[config.mk]
export PLATFORM = sky130hd
export DESIGN_NAME = pwm_duty_sequencer
export DESIGN_NICKNAME = d
export VERILOG_FILES = /design/src/rtl/pwm_pkg.sv /design/src/rtl/pwm_tick_prescaler.sv /design/src/rtl/pwm_duty_sequencer.sv
export SDC_FILE = /design/constraint.sdc
export NUM_CORES = 1
export LEC_CHECK = 0
export CORE_MARGIN = 2
export CORE_UTILIZATION = 45
export DETAILED_ROUTE_END_ITERATION = 7
export MAX_ROUTING_LAYER = met4
export PLACE_DENSITY = 0.69
export SLEW_MARGIN = 25
export SYNTH_ARGS = -nofsm -noshare
export SYNTH_HDL_FRONTEND = slang
export SYNTH_SLANG_ARGS = --single-unit
[constraint.sdc]
create_clock -name clk -period 2.85 [get_ports clk]
set_clock_uncertainty 0.2 [all_clocks]
set_input_delay 0.57 -clock clk [delete_from_list [all_inputs] [get_ports clk]]
set_output_delay 0.57 -clock clk [all_outputs]
set_load 0.005 [all_outputs]
[src/rtl/pwm_pkg.sv]
// Shared constants for the PWM duty sequencer: state/mode encodings and defaults.
package pwm_pkg;

  localparam int PWM_DUTY_W = 4;

  localparam logic [2:0] ST_IDLE      = 3'd0;
  localparam logic [2:0] ST_MANUAL    = 3'd1;
  localparam logic [2:0] ST_RAMP_UP   = 3'd2;
  localparam logic [2:0] ST_HOLD_HI   = 3'd3;
  localparam logic [2:0] ST_RAMP_DOWN = 3'd4;
  localparam logic [2:0] ST_HOLD_LO   = 3'd5;
  localparam logic [2:0] ST_FREEZE    = 3'd6;

  localparam logic [1:0] MODE_MANUAL  = 2'b00;
  localparam logic [1:0] MODE_BREATHE = 2'b01;
  localparam logic [1:0] MODE_SAW     = 2'b10;
  localparam logic [1:0] MODE_FREEZE  = 2'b11;

  typedef enum logic [2:0] {
    IDLE      = ST_IDLE,
    MANUAL    = ST_MANUAL,
    RAMP_UP   = ST_RAMP_UP,
    HOLD_HI   = ST_HOLD_HI,
    RAMP_DOWN = ST_RAMP_DOWN,
    HOLD_LO   = ST_HOLD_LO,
    FREEZE    = ST_FREEZE
  } state_t;

  // State entered when a mode is (re)selected.
  function automatic state_t entry_state(input logic [1:0] m);
    case (m)
      MODE_MANUAL: entry_state = MANUAL;
      MODE_FREEZE: entry_state = FREEZE;
      default:     entry_state = RAMP_UP;
    endcase
  endfunction

endpackage

[src/rtl/pwm_tick_prescaler.sv]
// Divides period ticks into step events: one step every step_div+1 ticks.
module pwm_tick_prescaler #(
  parameter int DIV_W = 8
) (
  input  logic             clk,
  input  logic             rst_n,
  input  logic             tick,
  input  logic             clear,
  input  logic [DIV_W-1:0] step_div,
  output logic             step
);

  logic [DIV_W-1:0] count;
  logic             wrap;

  // >= so a live step_div reduced below the count wraps at once instead of via 2^DIV_W.
  assign wrap = (count >= step_div);
  assign step = tick && !clear && wrap;

  always_ff @(posedge clk) begin
    if (!rst_n)      count <= '0;
    else if (clear)  count <= '0;
    else if (tick)   count <= wrap ? '0 : count + 1'b1;
  end

endmodule

[src/rtl/pwm_duty_sequencer.sv]
// Duty-word source for the PWM: manual value, breathing or sawtooth ramp,
// updated only on PWM period boundaries.
module pwm_duty_sequencer
  import pwm_pkg::*;
#(
  parameter int DUTY_W     = PWM_DUTY_W,
  parameter int DIV_W      = 8,
  parameter int HOLD_STEPS = 3
) (
  input  logic              clk,
  input  logic              rst_n,
  input  logic              en,
  input  logic [1:0]        mode,
  input  logic [DUTY_W-1:0] manual_duty,
  input  logic [DIV_W-1:0]  step_div,
  input  logic              period_tick,
  output logic [DUTY_W-1:0] duty_out,
  output logic [2:0]        state_out,
  output logic              cycle_done
);

  localparam logic [DUTY_W-1:0] DMAX = '1;
  localparam int HC_W = $clog2(HOLD_STEPS + 1);
  localparam logic [HC_W-1:0] HOLD_LAST = HC_W'(HOLD_STEPS - 1);

  state_t            state, state_nx;
  logic [DUTY_W-1:0] duty_nx;
  logic [HC_W-1:0]   hold_cnt, hold_nx;
  logic [1:0]        mode_q, mode_nx;
  logic              done_nx, mode_chg, presc_clr, step;

  assign mode_chg  = period_tick && (mode != mode_q);
  // Entering any state from IDLE or a new mode restarts the step cadence.
  assign presc_clr = !en || (period_tick && (mode_chg || state == IDLE));
  assign state_out = state;

  pwm_tick_prescaler #(.DIV_W(DIV_W)) u_presc (
    .clk      (clk),
    .rst_n    (rst_n),
    .tick     (period_tick),
    .clear    (presc_clr),
    .step_div (step_div),
    .step     (step)
  );

  always_ff @(posedge clk) begin
    if (!rst_n) begin
      state      <= IDLE;
      duty_out   <= '0;
      hold_cnt   <= '0;
      mode_q     <= MODE_MANUAL;
      cycle_done <= 1'b0;
    end else begin
      state      <= state_nx;
      duty_out   <= duty_nx;
      hold_cnt   <= hold_nx;
      mode_q     <= mode_nx;
      cycle_done <= done_nx;
    end
  end

  always_comb begin
    state_nx = state;
    duty_nx  = duty_out;
    hold_nx  = hold_cnt;
    mode_nx  = mode_q;
    done_nx  = 1'b0;
    if (!en) begin
      state_nx = IDLE;
      duty_nx  = '0;
      hold_nx  = '0;
    end else if (period_tick) begin
      mode_nx = mode;
      if (state == IDLE || mode_chg) begin
        state_nx = entry_state(mode);
        hold_nx  = '0;
        if (mode == MODE_MANUAL) duty_nx = manual_duty;
      end else begin
        case (state)
          MANUAL: duty_nx = manual_duty;
          RAMP_UP: if (step) begin
            if (mode_q == MODE_SAW) begin
              if (duty_out == DMAX) begin
                duty_nx = '0;
                done_nx = 1'b1;
              end else duty_nx = duty_out + 1'b1;
            end else begin
              // Breathe enters HOLD_HI on the step that reaches (or sits at) DMAX.
              if (duty_out != DMAX) duty_nx = duty_out + 1'b1;
              if (duty_out >= DMAX - 1'b1) begin
                state_nx = HOLD_HI;
                hold_nx  = '0;
              end
            end
          end
          RAMP_DOWN: if (step) begin
            if (duty_out != '0) duty_nx = duty_out - 1'b1;
            if (duty_out <= DUTY_W'(1)) begin
              state_nx = HOLD_LO;
              hold_nx  = '0;
            end
          end
          HOLD_HI, HOLD_LO: if (step) begin
            if (hold_cnt == HOLD_LAST) begin
              hold_nx  = '0;
              state_nx = (state == HOLD_HI) ? RAMP_DOWN : RAMP_UP;
              done_nx  = (state == HOLD_LO);
            end else hold_nx = hold_cnt + 1'b1;
          end
          default: ;
        endcase
      end
    end
  end

endmodule

==> results of run 1 <==
-- registers in the layout, indices dropped and copies added, names as in the netlist --
| register | flops |
|---|---|
| hold_cnt | 2 |
| u_presc.count | 8 |
| state_out | 3 |
| mode_q | 2 |
| cycle_done | 1 |
| duty_out | 4 |
-- placed cells by master (no fill, tap or decap), drive strengths merged, types with 2 or more instances in the layout --
master,count
xnor2,6
nand2,15
and2,2
buf,10
ha,14
nor2b,3
mux2i,3
a21oi,13
o311ai,2
nand4,5
nand4b,2
nor2,24
o31ai,7
o211ai,3
o21ai,11
inv,13
clkdlybuf4s50,25
clkbuf,3
nor4,2
a21boi,4
nand2b,3
nand3,10
xor2,8
nor3,8
or2,2
dfxtp,20
a31o,2
-- worst register-to-register path, delay by kind of cell, from the launching register on --
kind | cells | cell delay (ns)
simple gates | 2 | 0.27
fa+ha+maj | 1 | 0.26
buf+inv | 1 | 0.08
compound gates | 4 | 1.09
flops | 1 | 0.44
-- cell type report --
class | count | area (µm²) | share of cell area [%]
clock buffer | 3 | 41.3 | 2.02
inverter | 13 | 48.8 | 2.39
multi-input combinational | 167 | 1170 | 57.2
sequential | 20 | 400 | 19.6
tap | 48 | 60.1 | 2.94
timing repair buffer | 35 | 325 | 15.9
-- cell families after synthesis --
family / count (synthesis) / synth area share [%]
xor+xnor: 14 / 7.36
mux: 3 / 1.80
flops: 20 / 24.0
fa+ha+maj: 14 / 10.5
compound gates: 55 / 26.0
simple gates: 81 / 24.6
buf+inv: 18 / 5.71
-- worst paths after layout --
check / startpoint / endpoint / slack, ns
max: step_div[7] / state_out[1] / 0.22
max reg2reg: u_presc.count[0] / u_presc.count[1] / 0.45
min: hold_cnt[1] / hold_cnt[1] / 0.32
min reg2reg: hold_cnt[1] / hold_cnt[1] / 0.32
-- power by group --
| group | switching, mW | total, mW | internal (mW) |
|---|---|---|---|
| logic | 0.0808 | 0.158 | 0.0773 |
| clock network | 0.0882 | 0.182 | 0.0941 |
| registers | 0.0125 | 0.297 | 0.285 |
| total | 0.182 | 0.638 | 0.456 |
-- through the flow --
step / TNS, ns / utilization [%] / instances / worst slack, ns / area (µm²)
detailed placement: -0.233 / 55.6 / 283 / -0.0549 / 2000
global placement: -0.0664 / 55.6 / 283 / -0.0167 / 2000
global route: 0 / 56.7 / 286 / 0.0836 / 2050
finish: 0 / 56.7 / 286 / 0.222 / 2050
CTS: 0 / 56.7 / 286 / 0.228 / 2050
floorplan: 0 / - / 205 / 0.488 / 1670
-- routing by layer --
metal / vias up / track usage [%] / part of all wire, %
met4: 0 / 10.9 / 2.8
met5: - / - / 0
met1: 756 / 24.8 / 46
li1: 812 / - / -
met2: 42 / 35.3 / 48
met3: 10 / 2.78 / 3.2
==> summary.txt, run 1 <==
Timing
  • # setup viols final: 0
  • Hold Slack: 0.320 ns
  • Final Hold Fails: 0
  • RSZ-0062 raised after global routing: no
  • Max-slew headroom: 64.7%
  • Slew Viols, Final: 0
  • Minimum clock period: 2.63 ns
  • Worst slew pin tran: 0.529 ns
  • Final period util: 92.2%
  • Fmax: 381 MHz

CTS
  • Largest buffer count on any clock path: 2
  • Number of hold buffers added after CTS: 0
  • Clock-pin slew on the worst setup and hold paths: 0.08 ns
  • Clock sinks: 20
  • H-tree depth: 1
  • Total clock buffers created by CTS: 3
  • Post_cts resized: 0
  • CTS tree: built
  • Post-CTS setup buffers: 0
  • Worst skew pair latency: 0.26 ns
  • CTS root buffer: clkbuf_8

Placed design
  • Routability cong.: 0.858
  • Hpwl dp: 3.09 mm
  • Port-buffer cells: 25

Floorplan
  • Total core area: 0.00361 mm²
  • Die footprint: 0.00420 mm²
  • Initial Utilization: 46.2%
  • Ports: 26
  • Row Count: 22
  • Die Ht: 64.8 µm
  • Chip Width: 64.8 µm

Yosys
  • Synth top cells by count: 23 x nor2_1, 20 x dfxtp_1, 15 x nand2_1
  • Synthesized area: 0.00167 mm²
  • Synth Register Bits: 20
  • Ranking of synthesized cells by area: dfxtp_1 24%, ha_1 11%, nor2_1 5.2%, xor2_1 4.2%, a21oi_1 3.6%
  • Syn Area/Cell: 8.12 µm²
  • Post-synth top area share: 24.0%
  • Sequential area share after synthesis: 24.0%
  • YS warnings: 0
  • Yosys cell types: 56
  • Post-synth top flop: dfxtp_1
  • Most common cell in the synthesized netlist: nor2_1
  • Net count after synthesis: 237
  • Cell taking the most area after synthesis: dfxtp_1
  • Async set-reset flop share out of synthesis: 0%
  • Post-Synthesis Cells: 205
  • Post-synth EDFFs: 0

Routing
  • Post-route ant nets: 0
  • DRC viols: 0
  • Detail-routed via count per cell: 5.66
  • DRT Wirelength: 3.98 mm
  • Vias: 1620
  • Initial DRC count: 131
  • WL/cell: 13.9 µm
  • DR pass1 iterations: 4

Setup path
  • CP max FO: 6
  • Reg2reg path depth: 8
  • Critical path arrival: 2.59 ns
  • Startpoint Class: primary input
  • WP buf/inv: 3
  • Endpoint class of the critical path: register
  • Req. time, crit path: 2.81 ns
  • Crit-path slowest cell: clkdlybuf4s50_1
  • Crit path kind: primary input to register
  • Peak per-stage delay on the critical path: 0.45 ns
  • Cell count along the critical path: 10
  • Family with the most delay on the worst path: compound AO/OA/AOI/OAI gates
  • Crit path cell chain: clkdlybuf4s50_1, inv_1, ha_1, nand4_1, a21oi_1, a21oi_4, buf_4, o31ai_4, nor2_1, a31o_2

Flow run
  • Maxcap violations: 0

Global routing
  • Antenna violations before repair: 0
  • Pin count of the biggest net entering global routing: 17
  • Global Route Usage Sum: 21.1%
  • Number of global-route vias before repair: 1592
  • GRT Residual Overflow: 0
  • First-pass GRT wire length: 6.87 mm

Pwr
  • Leakage: 0.778 nW
  • Tot Pwr: 0.638 mW
  • Worst vdd ir: 0.199 mV
  • Power per cell area: 312 mW/mm²

Outcome
  • Outcome: completed

Layout
  • Area Growth Syn to Fin: 22.8%
  • Fill count: 337
  • NumNets Final: 272
  • Share of cells above drive strength 1: 12.6%
  • N_diodes: 0

Worst hold path
  • HP Class: register to register
  • Hold Path Stages: 2
Note: power is estimated with default switching activity, not from simulation.
==> run 2: changes to the inputs <==
CORE_UTILIZATION = 40   (was 45)
PLACE_DENSITY = default   (was 0.69)
clock period = 2.6 ns   (was 2.85 ns; I/O delays follow)
==> run 2 against run 1 <==
  * Worst setup slack worse by 0.14 ns
  * Critical endpoint is now hold_cnt[0]
  * Die area is 12% higher
  * Register-to-register slack worse by 0.29 ns
  * Critical path type unchanged
  * Combinational power is 19% higher
  * Sequential share of layout area is 0.81 points lower
==> summary.txt, run 2 (synthesis gave the netlist of run 1 again) <==
Outcome
  • Outcome: completed

Floorplan
  • Row Count: 23
  • Die Ht: 68.5 µm
  • Chip Width: 68.5 µm
  • Initial Utilization: 41.6%
  • Ports: 26
  • Die footprint: 0.00470 mm²
  • Total core area: 0.00400 mm²

Global routing
  • Pin count of the biggest net entering global routing: 12
  • First-pass GRT wire length: 6.84 mm
  • GRT Residual Overflow: 0
  • Global Route Usage Sum: 19.9%
  • Number of global-route vias before repair: 1611
  • Antenna violations before repair: 0

Setup path
  • Crit path kind: primary input to register
  • Endpoint class of the critical path: register
  • Crit-path slowest cell: a2111o_1
  • Startpoint Class: primary input
  • Family with the most delay on the worst path: compound AO/OA/AOI/OAI gates
  • CP max FO: 5
  • Crit path cell chain: clkdlybuf4s50_1, ha_1, nand2b_1, a2111o_1, a21oi_4, buf_4, o21ai_1, mux2i_1, nor2_1
  • Critical path arrival: 2.46 ns
  • WP buf/inv: 2
  • Peak per-stage delay on the critical path: 0.41 ns
  • Req. time, crit path: 2.54 ns

Timing
  • # setup viols final: 0
  • RSZ-0062 raised after global routing: no
  • Setup TNS: 0 ns
  • Slew Viols, Final: 0
  • Max-slew headroom: 69.3%
  • Fmax: 398 MHz
  • Worst slew pin tran: 0.455 ns
  • Hold Slack: 0.320 ns
  • Minimum clock period: 2.52 ns
  • Final period util: 96.7%
  • Final Hold Fails: 0

Placed design
  • Port-buffer cells: 25
  • Routability cong.: 0.869
  • Post-DP Area: 0.00207 mm²
  • Placed cell count: 294
  • Hpwl dp: 3.30 mm

CTS
  • Number of hold buffers added after CTS: 0
  • Post_cts resized: 0
  • Worst skew pair latency: 0.26 ns
  • Clock-pin slew on the worst setup and hold paths: 0.08 ns
  • Largest buffer count on any clock path: 2
  • H-tree depth: 1
  • Total clock buffers created by CTS: 3
  • CTS root buffer: clkbuf_8
  • CTS tree: built
  • Clock sinks: 20
  • Post-CTS setup buffers: 0

Routing
  • DRC viols: 0
  • DRT Wirelength: 4.01 mm
  • WL/cell: 13.4 µm
  • Initial DRC count: 65
  • DR pass1 iterations: 4
  • Vias: 1627
  • Post-route ant nets: 0
  • Detail-routed via count per cell: 5.46

Pwr
  • Psw: 0.206 mW
  • Power per cell area: 350 mW/mm²
  • Comb pwr share: 25.2%
  • Int Pwr: 0.540 mW
  • Flop pwr share: 43.2%
  • Leakage: 0.831 nW
  • Worst vdd ir: 0.240 mV
  • Net Sw Frac: 27.6%
  • Clock share of power: 31.7%

Layout
  • N_diodes: 0
  • Non-Filler Instances: 298
  • Most common cell after layout, fill and taps aside: clkdlybuf4s50_1
  • Area Growth Syn to Fin: 28.2%
  • Most flops, register: u_presc.count
  • Share of cells above drive strength 1: 16.9%
  • Fin area: 0.00213 mm²
  • NumNets Final: 281
  • Fill count: 388
  • Fin util: 53.4%
  • Most frequent cells in the layout: 25 x clkdlybuf4s50_1, 23 x nor2_1, 20 x dfxtp_1
  • Number of flip-flops under the largest register name: 8

Flow run
  • Maxcap violations: 0

Worst hold path
  • HP Class: register to register
==> run 2: worst register-to-register path: stages, from the launching register on <==
cell,delay (ns)
dfxtp_1,0.35
inv_1,0.11
ha_1,0.19
nor2_1,0.05
o311ai_0,0.41
nand4b_1,0.31
o31ai_4,0.41
nor2_1,0.10
a31o_2,0.22
==> run 2: per-layer routing <==
metal / routed length [µm] / part of all wire (%) / track usage, %
met3: 214 / 5.3 / 2.76
met5: 0 / 0 / -
met4: 123 / 3.1 / 11.3
met1: 1840 / 46 / 23.9
met2: 1830 / 46 / 32.1
==> run 2: cell type report <==
cell class / count / area, µm² / area share [%]
Clock buffer: 4 / 55.1 / 2.58
Timing Repair Buffer: 44 / 393 / 18.4
Sequential cell: 20 / 400 / 18.8
Inverter: 13 / 48.8 / 2.29
Tap cell: 50 / 62.6 / 2.93
Multi-Input combinational cell: 167 / 1170 / 55.0
==> run 2: per-stage QoR <==
| stage | setup slack, ns | power (mW) |
|---|---|---|
| 6_report | 0.0846 | 0.746 |
| 5_1_grt | 0.00352 | 0.791 |
| 3_3_place_gp | -0.246 | 0.517 |
| 4_1_cts | 0.00896 | 0.755 |
| 2_1_floorplan | 0.288 | 0.437 |
| 3_5_place_dp | -0.271 | 0.515 |
==> run 2: worst paths after layout <==
check / start / end / slack, ns / cells past startpoint
worst min-delay path: mode_q[0] / mode_q[0] / 0.32 / 2
worst min register to register: mode_q[0] / mode_q[0] / 0.32 / 2
worst max-delay path: step_div[0] / hold_cnt[0] / 0.08 / 9
worst max register to register: duty_out[1] / state_out[1] / 0.16 / 8
==> run 2: power groups by stage <==
stage	Clock (mW)	Sequential, mW	Combinational, mW
floorplan	0	0.326	0.112
global placement	0	0.329	0.187
detailed placement	0	0.329	0.186
CTS	0.246	0.322	0.187
global route	0.260	0.323	0.208
finish	0.236	0.322	0.188
